`config.mk`:
```
export PLATFORM = sky130hd
export DESIGN_NAME = sat_counter
export DESIGN_NICKNAME = d
export VERILOG_FILES = /design/src/rtl/sat_counter.sv
export SDC_FILE = /design/constraint.sdc
export NUM_CORES = 1
export LEC_CHECK = 0
export CAP_MARGIN = 20
export CORE_AREA = 2 2 39 41
export CTS_CLUSTER_SIZE = 12
export DETAILED_ROUTE_END_ITERATION = 8
export DIE_AREA = 0 0 41 43
export GPL_ROUTABILITY_DRIVEN = 0
export PLACE_DENSITY_LB_ADDON = 0.2
export SYNTH_ARGS = -nofsm -noshare
export SYNTH_HDL_FRONTEND = slang
export SYNTH_SLANG_ARGS = --single-unit
```
`constraint.sdc`:
```
create_clock -name clk -period 1.9 [get_ports clk]
set_input_delay 0.38 -clock clk [delete_from_list [all_inputs] [get_ports clk]]
set_output_delay 0.38 -clock clk [all_outputs]
set_load 0.05 [all_outputs]
```
`src/rtl/sat_counter.sv`:
```
// Saturating up-counter with asynchronous active-low reset; sticks at all-ones.
module sat_counter #(
  parameter int unsigned width = 8
) (
  input  logic             clk,
  input  logic             rst,
  input  logic             inc,
  output logic [width-1:0] count
);

  logic [width-1:0] r_count;

  always_ff @(posedge clk or negedge rst) begin
    if (!rst) begin
      r_count <= '0;
    end else if (inc && (r_count != '1)) begin
      r_count <= r_count + 1'b1;
    end
  end

  assign count = r_count;

endmodule

```
==> impl_metrics.ini, run 1 <==
[synth]
syn-num-nets = 38
syn_area_per_cell_um2 = 12.0
ys_seq_elements = 8
ys_warn_count = 0
netlist_instances = 34
yosys.cell_types.count = 23
synth_seq_area_share = 0.491
synthesis.area_um2 = 408

[cells_and_area]
multi_input_area_um2 = 204
drive_gt1_frac = 0.362
postLayoutCoreUtil = 0.383
final_nets = 53
regArea_um2 = 200
diodes = 0
final_cells = 63
area_growth_pct = 30.1
largest_register_ff_count = 8
fill_cells = 142

[floorplan]
core_area_um2 = 1380
rows = 14
ios = 11
die_x_um = 41
start_util = 0.295
dieArea_um2 = 1760
die_y_um = 43

[timing]
slew_violations = 0
finalHoldViolations = 0
period_needed_ns = 1.49
tns_ns = 0
worst_pin_slew_ns = 0.368
setup_slack_ns = 0.413
worst_hold_slack_ns = 0.401
max_freq_mhz = 673
post-route-period-util = 0.782
setup_viol = 0
grt_setup_unrepaired = false
clock_skew_ns = 0.00136
maxSlewHeadroom = 0.754

[worst_setup_path]
path_cells = ha_1 > nand4_1 > o21ai_2 > mux2_1
critPathKind = reg2reg
required_ns = 2.04
worst-path-max-fanout = 5
cp-start-kind = flip-flop
cp_slowest_cell = dfrtp_1
cp-end-kind = flip-flop
slowest_delay_ns = 0.40
cp.arrival_ns = 1.63

[cts]
insertion_delay_ns = 0.26
root_buffer = clkbuf_4
ctsHoldBuffers = 0
cts_sinks = 8
cts_setup_buffers = 0
cts_made_buffers = 3
clk_pin_slew_ns = 0.05
cts_resized = 0
cts.path.max_buffers = 2
cts_tree = built
cts_max_level = 1

[global_route]
grtUsageTotal = 0.122
antenna_found_initial = 0
grt_overflow = 0
grt_max_degree = 9
grt_pass1_vias = 314
grt_first_pass_wirelength_um = 1370

[detailed_routing]
wirelength_um = 795
final_antenna_net_count = 0
first_iter_violations = 2
num_vias = 332
viasPerCell = 5.27
wire_per_inst_um = 12.6
drt_first_pass_iters = 4
drc_errors = 0

[outcome]
outcome = finished, final reports clean

[placement]
place_inst = 60
dp_hpwl_um = 582
dp_slack_ns = 0.171
numPortBuffers = 10

[min_path]
hold_path_class = in2async

[power_and_ir_drop]
vdd.ir_drop.worst_mv = 0.796
p_leak_nw = 0.228
power.density_nw_per_um2 = 1930

[job]
cap_violations = 0
## stage by stage
stage | instance area (µm²) | total power [mW]
after floorplan | 408 | 0.732
after global placement | 508 | 0.890
after detailed placement | 508 | 0.900
after CTS | 531 | 1.04
after global routing | 531 | 1.08
final | 531 | 1.02
## placed cells by master (no fill, tap or decap), drive strengths merged, types with 2 or more instances in the layout
master,netlist,final
dfrtp,8,8
buf,0,8
clkbuf,0,3
nand3,3,3
a31oi,2,2
a21oi,2,2
a41oi,2,2
clkdlybuf4s50,0,2
mux2,2,2
## final timing paths
check | startpoint | to | slack, ns | depth (start not counted)
worst max-delay path | count[0] | count[1] | 0.41 | 4
worst min-delay path | rst | count[2] | 0.40 | 1
worst max register to register | count[0] | count[1] | 0.41 | 4
worst min register to register | count[0] | count[0] | 0.54 | 1
max in group asynchronous | rst | count[0] | 1.24 | 1
min in group clk | count[0] | count[0] | 0.54 | 1
## metal layers
layer,routed length [µm],vias to the layer above,track usage
met3,72,5,0.0471
met2,334,13,0.138
met5,0,-,0
met4,32,0,0.100
met1,356,152,0.173
li1,-,162,-
## power by group
part	internal, mW	total [mW]	switching [mW]
clock	0.0723	0.131	0.0589
combinational	0.186	0.545	0.358
sequential	0.242	0.347	0.105
total	0.500	1.02	0.523
## cell usage after synthesis
| cell type | instances | area, µm² |
|---|---|---|
| o21a_1 | 1 | 7.51 |
| xnor2_1 | 1 | 8.76 |
| a21oi_1 | 2 | 10.0 |
| nor2_1 | 1 | 3.75 |
| nand4_1 | 1 | 6.26 |
| a21boi_0 | 1 | 7.51 |
| mux2_4 | 1 | 15.0 |
| nand3_2 | 1 | 10.0 |
| nor3_1 | 1 | 5.00 |
| inv_1 | 1 | 3.75 |
| o211ai_1 | 1 | 7.51 |
| xor2_1 | 1 | 8.76 |
| a41oi_1 | 2 | 17.5 |
| and4_4 | 1 | 11.3 |
| ha_1 | 1 | 12.5 |
| o21ai_2 | 1 | 8.76 |
| a311oi_2 | 1 | 15.0 |
| dfrtp_1 | 8 | 200 |
| mux2_1 | 1 | 11.3 |
| nand3_1 | 2 | 10.0 |
| nand2_1 | 1 | 3.75 |
| a31oi_1 | 2 | 12.5 |
| and3_4 | 1 | 11.3 |
## worst max-delay path: cells and delay by family, from the launching register on
family | cells | cell delay, ns
fa+ha+maj | 1 | 0.25
flops | 1 | 0.40
compound gates | 1 | 0.20
simple gates | 1 | 0.18
mux | 1 | 0.33
## logic make-up (layout without fill, tap and decap cells)
logic type / after synthesis / count (layout) / share of synthesized area
compound gates: 11 / 11 / 0.212
fa+ha+maj: 1 / 1 / 0.0307
flops: 8 / 8 / 0.491
simple gates: 9 / 9 / 0.150
mux: 2 / 2 / 0.0644
buf+inv: 1 / 14 / 0.00919
xor+xnor: 2 / 2 / 0.0430
## area by class of cell
class	instances	share of cell area
multi-input combinational	25	0.384
sequential	8	0.377
timing repair buffer	10	0.151
clock buffer	3	0.0425
tap	16	0.0377
inverter	1	0.00708
No activity file was read; power rests on OpenSTA's default activity.
==> run 2: changes to the inputs <==
==> constraint.sdc (replaced) <==
create_clock -name clk -period 1.5 [get_ports clk]
set_input_delay 0.3 -clock clk [delete_from_list [all_inputs] [get_ports clk]]
set_output_delay 0.3 -clock clk [all_outputs]
set_load 0.05 [all_outputs]
==> run 2 against run 1 <==
  * Count of clock-buffer cells in the layout unchanged
  * Fmax is 8.3% higher
  * Final area is 32% higher
  * Worst hold slack worse by 0.083 ns
  * Via count grew 11%
  * Flip-flop and latch count did not move
  * Wire length rose by 15%
  * Largest power group unchanged
==> impl_metrics.ini, run 2 (synthesized netlist as in run 1, its figures left out) <==
[global_route]
grtUsageTotal = 0.127
grt_pass1_vias = 346
grt_first_pass_wirelength_um = 1450
grt_max_degree = 9
grt_overflow = 0
antenna_found_initial = 0

[worst_setup_path]
cp-end-kind = flip-flop
cpLargestDelayFamily = flip-flops
required_ns = 1.64
critPathKind = reg2reg
worst-path-max-fanout = 5
cp_slowest_cell = dfrtp_2
ff2ff_path_depth = 4
cp-start-kind = flip-flop
cp.arrival_ns = 1.52
path_cells = ha_4 > nand4_1 > o21ai_2 > mux2_1
slowest_delay_ns = 0.39
r2r_end = count[1]
reg2reg_from = count[1]
reg2reg_setup_slack_ns = 0.13
critPathBufInv = 0

[power_and_ir_drop]
switching_power_mw = 0.753
pwr-share-comb = 0.605
vdd.ir_drop.worst_mv = 1.49
power_frac_seq = 0.292
netSwitchingFraction = 0.444
p_leak_nw = 0.281
power.density_nw_per_um2 = 2430
p_int_mw = 0.944
clockPowerShare = 0.103

[timing]
max_freq_mhz = 729
period_needed_ns = 1.37
maxSlewHeadroom = 0.748
clock_skew_ns = 0.00716
grt_setup_unrepaired = false
setup_viol = 0
post-route-period-util = 0.915
finalHoldViolations = 0
worst_pin_slew_ns = 0.377
setup_slack_ns = 0.128
slew_violations = 0

[cells_and_area]
fill_cells = 122
final_nets = 59
fin_area_um2 = 698
largest_register_ff_count = 8
final_cell_mix = dfrtp_2, buf_12, buf_4
drive_gt1_frac = 0.604
area_growth_pct = 71.2
diodes = 0

[cts]
root_buffer = clkbuf_4
cts_resized = 0
cts_tree = built
cts_sinks = 8
cts_setup_buffers = 0
cts_made_buffers = 3
cts.path.max_buffers = 2
clk_pin_slew_ns = 0.06
insertion_delay_ns = 0.26
ctsHoldBuffers = 0
cts_max_level = 1

[floorplan]
rows = 14
core_area_um2 = 1380
start_util = 0.295
dieArea_um2 = 1760
ios = 11
die_x_um = 41
die_y_um = 43

[detailed_routing]
first_iter_violations = 6
wire_per_inst_um = 13.2
wirelength_um = 914
num_vias = 370
final_antenna_net_count = 0
drc_errors = 0
drt_first_pass_iters = 4
viasPerCell = 5.36

[placement]
dp_slack_ns = -0.0578
dp_hpwl_um = 677
numPortBuffers = 10
post_dp_cell_area_um2 = 661

[job]
cap_violations = 0

[outcome]
outcome = finished, final reports clean

[min_path]
hold_path_class = in2async
-- run 2: cell count changes in the layout (fill, tap and decap cells not counted), sizes merged --
cell,change
buf,+6
-- run 2: worst max-delay path by stage --
| stage | startpoint | to | slack (ns) | cells past startpoint |
|---|---|---|---|---|
| floorplan | count[0] | count[1] | -0.02 | 4 |
| global placement | inc | count[5] | -0.02 | 4 |
| detailed placement | inc | count[5] | -0.06 | 4 |
| CTS | count[1] | count[1] | 0.07 | 4 |
| global route | count[1] | count[1] | 0.03 | 4 |
| finish | count[1] | count[1] | 0.13 | 4 |
-- run 2: area by class of cell --
| type | instances | area, µm² | area share |
|---|---|---|---|
| well taps | 16 | 20.0 | 0.0287 |
| flip-flops and latches | 8 | 210 | 0.301 |
| clock buffers | 3 | 22.5 | 0.0323 |
| inverters | 1 | 3.75 | 0.00538 |
| multi-input cells | 25 | 216 | 0.310 |
| repair buffers | 16 | 225 | 0.323 |
-- run 2: power by group through the flow --
stage               Combinational, mW  Clock, mW  Sequential (mW)
global route                     1.09      0.185            0.509
global placement                0.985          0            0.503
detailed placement              0.998          0            0.511
floorplan                       0.210          0            0.763
finish                           1.03      0.175            0.495
CTS                             0.999      0.174            0.507
-- run 2: stage by stage --
| stage | util | hold WS (ns) | std cells | total power, mW | TNS, ns |
|---|---|---|---|---|---|
| 2_1_floorplan | - | 0.00441 | 34 | 0.973 | -0.0225 |
| 3_3_place_gp | 0.477 | 0.548 | 64 | 1.49 | -0.0226 |
| 3_5_place_dp | 0.477 | 0.550 | 64 | 1.51 | -0.0752 |
| 4_1_cts | 0.494 | 0.337 | 67 | 1.68 | 0 |
| 5_1_grt | 0.505 | 0.353 | 69 | 1.78 | 0 |
| 6_report | 0.505 | 0.318 | 69 | 1.70 | 0 |
-- run 2: routing by layer --
metal / up-vias / share of wire / GRT usage
li1: 171 / - / -
met1: 183 / 0.40 / 0.142
met2: 11 / 0.52 / 0.191
met3: 5 / 0.049 / 0.0314
met4: 0 / 0.033 / 0.100
met5: - / 0 / 0
==> run 3: changes to the inputs <==
--- a/config.mk
+++ b/config.mk
@@ -5,6 +5,7 @@
 export SDC_FILE = /design/constraint.sdc
 export NUM_CORES = 1
 export LEC_CHECK = 0
+export ABC_CLOCK_PERIOD_IN_PS = 1500
 export CAP_MARGIN = 20
 export CORE_AREA = 2 2 39 41
 export CTS_CLUSTER_SIZE = 12
==> results of run 3 <==
No change in the layout: final DEF, timing and power equal those of run 2.
